$ cat src/rtl/acq_pkg.sv
// Shared types and default widths for the acquisition window controller.
package acq_pkg;

   localparam int CNT_W_DEF  = 16;
   localparam int MISS_W_DEF = 8;

   typedef enum logic [1:0] {
      ST_IDLE  = 2'd0,
      ST_DELAY = 2'd1,
      ST_ACQ   = 2'd2,
      ST_DONE  = 2'd3
   } state_e;

endpackage

$ cat src/rtl/acq_window_ctrl_if.sv
// Control/status bundle between the acquisition sequencer and its client.
interface acq_window_ctrl_if #(
   parameter int CNT_W  = acq_pkg::CNT_W_DEF,
   parameter int MISS_W = acq_pkg::MISS_W_DEF
);
   import acq_pkg::*;

   // Handshake: no back-pressure. Each *_pulse/sample_valid/clear_missed is a
   // single-cycle request sampled on the rising clk edge; every status output
   // is registered and is valid for the whole cycle after the edge that set it.
   logic              start_pulse;
   logic              abort_pulse;
   logic              sample_valid;
   logic [CNT_W-1:0]  delay_cfg;
   logic [CNT_W-1:0]  length_cfg;
   logic              clear_missed;
   logic              acq_enable;
   logic              busy;
   logic [CNT_W-1:0]  sample_index;
   logic              done_pulse;
   logic              aborted_pulse;
   logic [MISS_W-1:0] missed_count;
   state_e            state;

   modport master (
      output start_pulse, abort_pulse, sample_valid, delay_cfg, length_cfg, clear_missed,
      input  acq_enable, busy, sample_index, done_pulse, aborted_pulse, missed_count, state
   );

   modport slave (
      input  start_pulse, abort_pulse, sample_valid, delay_cfg, length_cfg, clear_missed,
      output acq_enable, busy, sample_index, done_pulse, aborted_pulse, missed_count, state
   );

endinterface

$ cat src/rtl/acq_window_ctrl_sat_counter.sv
// Saturating event counter; a clear in the same cycle as an increment leaves 1.
module sat_counter #(
   parameter int width = 8
) (
   input  logic             clk,
   input  logic             reset_n,
   input  logic             inc,
   input  logic             clr,
   output logic [width-1:0] count
);

   always_ff @(posedge clk or negedge reset_n) begin
      if (!reset_n) begin
         count <= '0;
      end else if (clr) begin
         count <= inc ? width'(1) : '0;
      end else if (inc && (count != '1)) begin
         count <= count + width'(1);
      end
   end

endmodule

$ cat src/rtl/acq_window_ctrl.sv
// Trigger-delayed acquisition window sequencer with abort and missed-trigger count.
module acq_window_ctrl #(
   parameter int CNT_W  = acq_pkg::CNT_W_DEF,
   parameter int MISS_W = acq_pkg::MISS_W_DEF
) (
   input  logic               clk,
   input  logic               reset_n,
   acq_window_ctrl_if.slave   bus
);
   import acq_pkg::*;

   state_e            state, state_n;
   logic [CNT_W-1:0]  dly_q, dly_n;
   logic [CNT_W-1:0]  len_q, len_n;
   logic [CNT_W-1:0]  idx_q, idx_n;
   logic              abort_hit;
   logic              missed_inc;
   logic              acq_en_q;
   logic              busy_q;
   logic              done_q;
   logic              aborted_q;
   logic [MISS_W-1:0] missed_q;

   always_ff @(posedge clk or negedge reset_n) begin
      if (!reset_n) begin
         state     <= ST_IDLE;
         dly_q     <= '0;
         len_q     <= '0;
         idx_q     <= '0;
         acq_en_q  <= 1'b0;
         busy_q    <= 1'b0;
         done_q    <= 1'b0;
         aborted_q <= 1'b0;
      end else begin
         state     <= state_n;
         dly_q     <= dly_n;
         len_q     <= len_n;
         idx_q     <= idx_n;
         acq_en_q  <= (state_n == ST_ACQ);
         busy_q    <= (state_n != ST_IDLE);
         done_q    <= (state_n == ST_DONE);
         aborted_q <= abort_hit;
      end
   end

   always_comb begin
      state_n    = state;
      dly_n      = dly_q;
      len_n      = len_q;
      idx_n      = idx_q;
      abort_hit  = 1'b0;
      missed_inc = 1'b0;
      case (state)
         ST_IDLE: begin
            if (bus.start_pulse) begin
               dly_n = bus.delay_cfg;
               len_n = bus.length_cfg;
               idx_n = '0;
               if (bus.length_cfg == '0)     state_n = ST_DONE;
               else if (bus.delay_cfg != '0) state_n = ST_DELAY;
               else                          state_n = ST_ACQ;
            end
         end
         ST_DELAY: begin
            // dly_q holds the cycles still to wait including this one.
            dly_n = dly_q - CNT_W'(1);
            if (dly_q <= CNT_W'(1)) state_n = ST_ACQ;
         end
         ST_ACQ: begin
            if (bus.sample_valid) begin
               idx_n = idx_q + CNT_W'(1);
               if ((idx_q + CNT_W'(1)) == len_q) state_n = ST_DONE;
            end
         end
         ST_DONE: begin
            state_n = ST_IDLE;
            idx_n   = '0;
         end
         default: state_n = ST_IDLE;
      endcase
      // Outside IDLE a trigger is counted as missed and abort overrides everything.
      if (state != ST_IDLE) begin
         missed_inc = bus.start_pulse;
         if (bus.abort_pulse) begin
            abort_hit = 1'b1;
            state_n   = ST_IDLE;
            idx_n     = '0;
         end
      end
   end

   sat_counter #(.width(MISS_W)) u_missed (
      .clk     (clk),
      .reset_n (reset_n),
      .inc     (missed_inc),
      .clr     (bus.clear_missed),
      .count   (missed_q)
   );

   assign bus.acq_enable    = acq_en_q;
   assign bus.busy          = busy_q;
   assign bus.sample_index  = idx_q;
   assign bus.done_pulse    = done_q;
   assign bus.aborted_pulse = aborted_q;
   assign bus.missed_count  = missed_q;
   assign bus.state         = state;

endmodule

$ cat src/flat_wrapper.sv
// flat-port wrapper written by rule: the top's interface ports become plain ports
module acq_window_ctrl_flat import acq_pkg::*;
#(
   parameter int CNT_W  = acq_pkg::CNT_W_DEF,
   parameter int MISS_W = acq_pkg::MISS_W_DEF
)
  (clk, reset_n, bus_start_pulse, bus_abort_pulse, bus_sample_valid, bus_delay_cfg, bus_length_cfg, bus_clear_missed, bus_acq_enable, bus_busy, bus_sample_index, bus_done_pulse, bus_aborted_pulse, bus_missed_count, bus_state);
  acq_window_ctrl_if #(.CNT_W(CNT_W), .MISS_W(MISS_W)) bus_i ();
  input  logic clk;
  input  logic reset_n;
  input wire logic [$bits(bus_i.start_pulse)-1:0] bus_start_pulse;
  input wire logic [$bits(bus_i.abort_pulse)-1:0] bus_abort_pulse;
  input wire logic [$bits(bus_i.sample_valid)-1:0] bus_sample_valid;
  input wire logic [$bits(bus_i.delay_cfg)-1:0] bus_delay_cfg;
  input wire logic [$bits(bus_i.length_cfg)-1:0] bus_length_cfg;
  input wire logic [$bits(bus_i.clear_missed)-1:0] bus_clear_missed;
  output wire logic [$bits(bus_i.acq_enable)-1:0] bus_acq_enable;
  output wire logic [$bits(bus_i.busy)-1:0] bus_busy;
  output wire logic [$bits(bus_i.sample_index)-1:0] bus_sample_index;
  output wire logic [$bits(bus_i.done_pulse)-1:0] bus_done_pulse;
  output wire logic [$bits(bus_i.aborted_pulse)-1:0] bus_aborted_pulse;
  output wire logic [$bits(bus_i.missed_count)-1:0] bus_missed_count;
  output wire logic [$bits(bus_i.state)-1:0] bus_state;
  assign bus_i.start_pulse = bus_start_pulse;
  assign bus_i.abort_pulse = bus_abort_pulse;
  assign bus_i.sample_valid = bus_sample_valid;
  assign bus_i.delay_cfg = bus_delay_cfg;
  assign bus_i.length_cfg = bus_length_cfg;
  assign bus_i.clear_missed = bus_clear_missed;
  assign bus_acq_enable = bus_i.acq_enable;
  assign bus_busy = bus_i.busy;
  assign bus_sample_index = bus_i.sample_index;
  assign bus_done_pulse = bus_i.done_pulse;
  assign bus_aborted_pulse = bus_i.aborted_pulse;
  assign bus_missed_count = bus_i.missed_count;
  assign bus_state = bus_i.state;
  acq_window_ctrl #(.CNT_W(CNT_W), .MISS_W(MISS_W)) u_core (.clk(clk), .reset_n(reset_n), .bus(bus_i));
endmodule
$ cat config.mk
export PLATFORM = sky130hd
export DESIGN_NAME = acq_window_ctrl_flat
export DESIGN_NICKNAME = d
export VERILOG_FILES = /design/src/rtl/acq_pkg.sv /design/src/rtl/acq_window_ctrl_if.sv /design/src/rtl/acq_window_ctrl_sat_counter.sv /design/src/rtl/acq_window_ctrl.sv /design/src/flat_wrapper.sv
export SDC_FILE = /design/constraint.sdc
export NUM_CORES = 1
export LEC_CHECK = 0
export BUFFER_PORTS_ARGS = -buffer_cell sky130_fd_sc_hd__buf_2
export CORE_MARGIN = 2
export CORE_UTILIZATION = 50
export DETAILED_ROUTE_END_ITERATION = 8
export HOLD_SLACK_MARGIN = 0.15
export PLACE_DENSITY = 0.82
export SYNTH_ARGS = -nofsm -noshare
export SYNTH_HDL_FRONTEND = slang
export SYNTH_SLANG_ARGS = --single-unit
$ cat constraint.sdc
create_clock -name clk -period 2.24 [get_ports clk]
set_clock_uncertainty 0.2 [all_clocks]
set_input_delay 0.336 -clock clk [delete_from_list [all_inputs] [get_ports clk]]
set_output_delay 0.336 -clock clk [all_outputs]
set_load 0.05 [all_outputs]
==> summary.md <==
| Metric | Value |
|---|---|
| Fin area | 0.004938 mm² |
| Period utilisation layout | 99.27% |
| Layout cells sized above 1 | 28.73% |
| CTS Buffer Depth | 2 |
| Ant. Diodes | 0 |
| Final Util | 71.50% |
| Antenna violations before repair | 0 |
| DRT iter0 DRCs | 324 |
| Nets@finish | 587 |
| VDD IR max | 0.6371 mV |
| Hold violation total from the final report | 0 |
| Die area | 0.007917 mm² |
| Ys Warns | 0 |
| Sequential cell area fraction in the yosys report | 42.97% |
| Post-DP Area | 0.004259 mm² |
| ANT nets after route | 0 |
| Crit-path max FO | 7 |
| Slew margin rel. | 67.22% |
| Crit-path slowest cell | dfrtp_4 |
| Vias | 3690 |
| Vias in the first global route | 3375 |
| # IOs | 68 |
| Largest delay contributor family on the critical path | simple AND/OR/NAND/NOR gates |
| Post-synth top area share | 42.97% |
| Initial Util | 52.28% |
| TritonRoute pass-1 iters | 5 |
| Fin worst setup slack | 0.01625 ns |
| Grt ovf | 0 |
| Min-Delay Path Class | input port to asynchronous set/reset pin |
| Die H | 88.98 µm |
| Mapped cell area | 0.003611 mm² |
| Total track usage | 25.91% |
| Worst slack, placed | -0.01697 ns |
| Yosys cell types | 54 |
| Final GP Congestion | 0.9651 |
| Register area | 0.001575 mm² |
| Core area | 0.006907 mm² |
| Maximum clock frequency | 449.7 MHz |
| Die Wd | 88.98 µm |
| RSZ-0062 raised after global routing | yes |
| CP Capture Type | flip-flop |
| Fin Hold WS | 0.2826 ns |
| Clk slew on worst S/H paths | 0.07 ns |
| Clock latency on the worst-skew pair | 0.34 ns |
| Leak | 2.289 nW |
| Outcome | completed |
| Max-cap check violation count | 0 |
| Vias per std cell | 5.712 |
| Slew of the pin with the lowest slew margin | 0.4917 ns |
| First-pass GRT wire length | 15.69 mm |
| Power per cell area | 854.4 mW/mm² |
| Post-Syn Nets | 458 |
| CTS tree | done |
| Area contributors post-synth | dfrtp_1 43%, nand2_1 8.5%, nor2_1 4.5% |
| HPWL Detailed | 6.791 mm |
| Startpoint Class | flip-flop |
| Multi-input gate area | 0.002062 mm² |
| Port bufs | 67 |
| Area Growth Syn to Fin | 36.76% |
| Routed WL per cell | 15.55 µm |
| CP arrival | 2.26 ns |
| Cell count after synthesis | 416 |
| Syn Area/Cell | 8.680 µm² |
| CTS H-tree lvls | 3 |
| TritonCTS Buffers | 9 |
| Post-synth ARST share | 100.0% |
| CTS sink count | 62 |
| Post-synth EDFFs | 0 |
| Cell Chain, Critical Path | ha_4, xor2_1, nor4_1, nand3_1, nor4_2, nand4_2, and3_1 |
| Clock root buffer | clkbuf_8 |
| Filler cells | 501 |
| Min Tclk post-route | 2.224 ns |
| Main synth FF type | dfrtp_1 |
| Overall power consumption | 0.004219 W |
| Worst Path Required | 2.28 ns |
| Num rows | 30 |
| Pins Over Slew Limit | 0 |
| #FFs+latches synth | 62 |
| Critical Path Max Stage Delay | 0.53 ns |
| Largest net degree at the start of global routing | 21 |
| Crit path buf inv count | 0 |
| Final setup viols | 0 |
| Cell taking the most area after synthesis | dfrtp_1 |
| Setup CP Type | flip-flop to flip-flop |
| # DRC | 0 |
| WL final | 10.05 mm |
==> state kept, by name, indices dropped and copies added (netlist names), 2 cells and up <==
| register | count |
|---|---|
| u_core.bus.sample_index | 16 |
| u_core.bus.state | 2 |
| u_core.len_q | 16 |
| u_core.u_missed.count | 8 |
| u_core.dly_q | 16 |
==> what timing repair did <==
action | CTS | global route
setup buffers | 0 | 11
hold buffers | 36 | 0
gates resized for setup | 2 | 7
pin swaps | 0 | 8
endpoints found under the setup margin | 1 | 3
hold endpoints to repair | 83 | 0
==> power breakdown <==
part / internal (W) / total [W] / switching, W
Combinational: 0.000683 / 0.00158 / 0.000898
Clock: 0.000426 / 0.000859 / 0.000433
Sequential: 0.00144 / 0.00178 / 0.000340
Total: 0.00255 / 0.00422 / 0.00167
==> synth_stat cells, types with 2 or more instances <==
library cell and number:
nand2_1 82, dfrtp_1 62, nor2_1 43, a21oi_1 24, xnor2_1 16, nand3_1 15
clkbuf_1 14, or3_1 12, xor2_1 12, nor4_1 11, o21ai_1 10, nand2b_1 9
o211ai_1 8, nand4_1 7, o21ai_0 7, buf_2 6, a311oi_1 5, inv_1 5
nor3_1 5, a211oi_1 4, and3_1 4, ha_1 4, o22ai_1 4, mux2i_1 3
nor2b_1 3, nor4_2 3, o311ai_1 3, a21o_1 2, a22oi_1 2, a31oi_1 2
and2_1 2, and4_1 2, nand4_2 2, nor3_2 2, o21bai_1 2
==> worst register-to-register path, cell delays in order, from the launching register on <==
cell and delay (ns):
dfrtp_4 0.53, ha_4 0.24, xor2_1 0.15, nor4_1 0.28, nand3_1 0.14, nor4_2 0.20
nand4_2 0.18, and3_1 0.21
==> placed cells by master (no fill, tap or decap), types with 11 or more instances in the layout <==
master	synthesis	routed
buf_2	6	67
or3_1	12	12
dlygate4sd3_1	0	36
xor2_1	12	12
nor2_1	43	43
a21oi_1	24	24
xnor2_1	16	15
nand2_1	82	82
buf_4	0	34
dfrtp_1	62	45
dfrtp_2	0	16
nand3_1	15	11
==> metrics by stage <==
stage / setup TNS, ns / std cells
global placement: 0 / 583
finish: 0 / 646
global route: -0.1120 / 646
CTS: 0 / 635
detailed placement: -0.01697 / 583
floorplan: -0.01480 / 416
==> path summary, 6_finish.rpt <==
check,startpoint,endpoint,slack (ns),cells past startpoint
min in group clk,u_core.dly_q[15]$_DFFE_PN0P_,u_core.dly_q[15]$_DFFE_PN0P_,0.30,1
max in group asynchronous,reset_n,u_core.len_q[3]$_DFFE_PN0P_,0.85,4
setup / recovery,u_core.bus.sample_index[0]$_DFF_PN0_,u_core.bus.acq_enable$_DFF_PN0_,0.02,7
setup reg to reg,u_core.bus.sample_index[0]$_DFF_PN0_,u_core.bus.acq_enable$_DFF_PN0_,0.02,7
hold / removal,reset_n,u_core.dly_q[10]$_DFFE_PN0P_,0.28,2
hold reg to reg,u_core.dly_q[15]$_DFFE_PN0P_,u_core.dly_q[15]$_DFFE_PN0P_,0.30,1
==> kinds of logic (layout without fill, tap and decap cells) <==
group	Yosys count	in the layout	synth area share (%)
AOI/OAI and AO/OA	82	82	15.14
and+or+nand+nor	209	209	29.21
adders and majority gates	4	4	1.386
muxes	3	3	0.8316
DFF	62	62	42.97
xor gates and xnor gates	29	29	7.450
buffers and inverters	27	161	3.014
==> layer usage <==
metal / up-vias / track usage [%] / wire length [µm]
li1: 1739 / - / -
met1: 1767 / 35.55 / 4377
met2: 168 / 40.71 / 4787
met3: 16 / 6.094 / 737
met4: 0 / 8.820 / 144
met5: - / 0 / 0
==> area by class of cell <==
class                   count  area share (%)
clock inverters             4          0.4560
well taps                  96           2.432
clock buffers              12           2.939
multi-input cells         327           41.75
repair buffers            139           20.07
inverters                   6          0.4560
flip-flops and latches     62           31.90
Power figures use the tool's default switching activity.
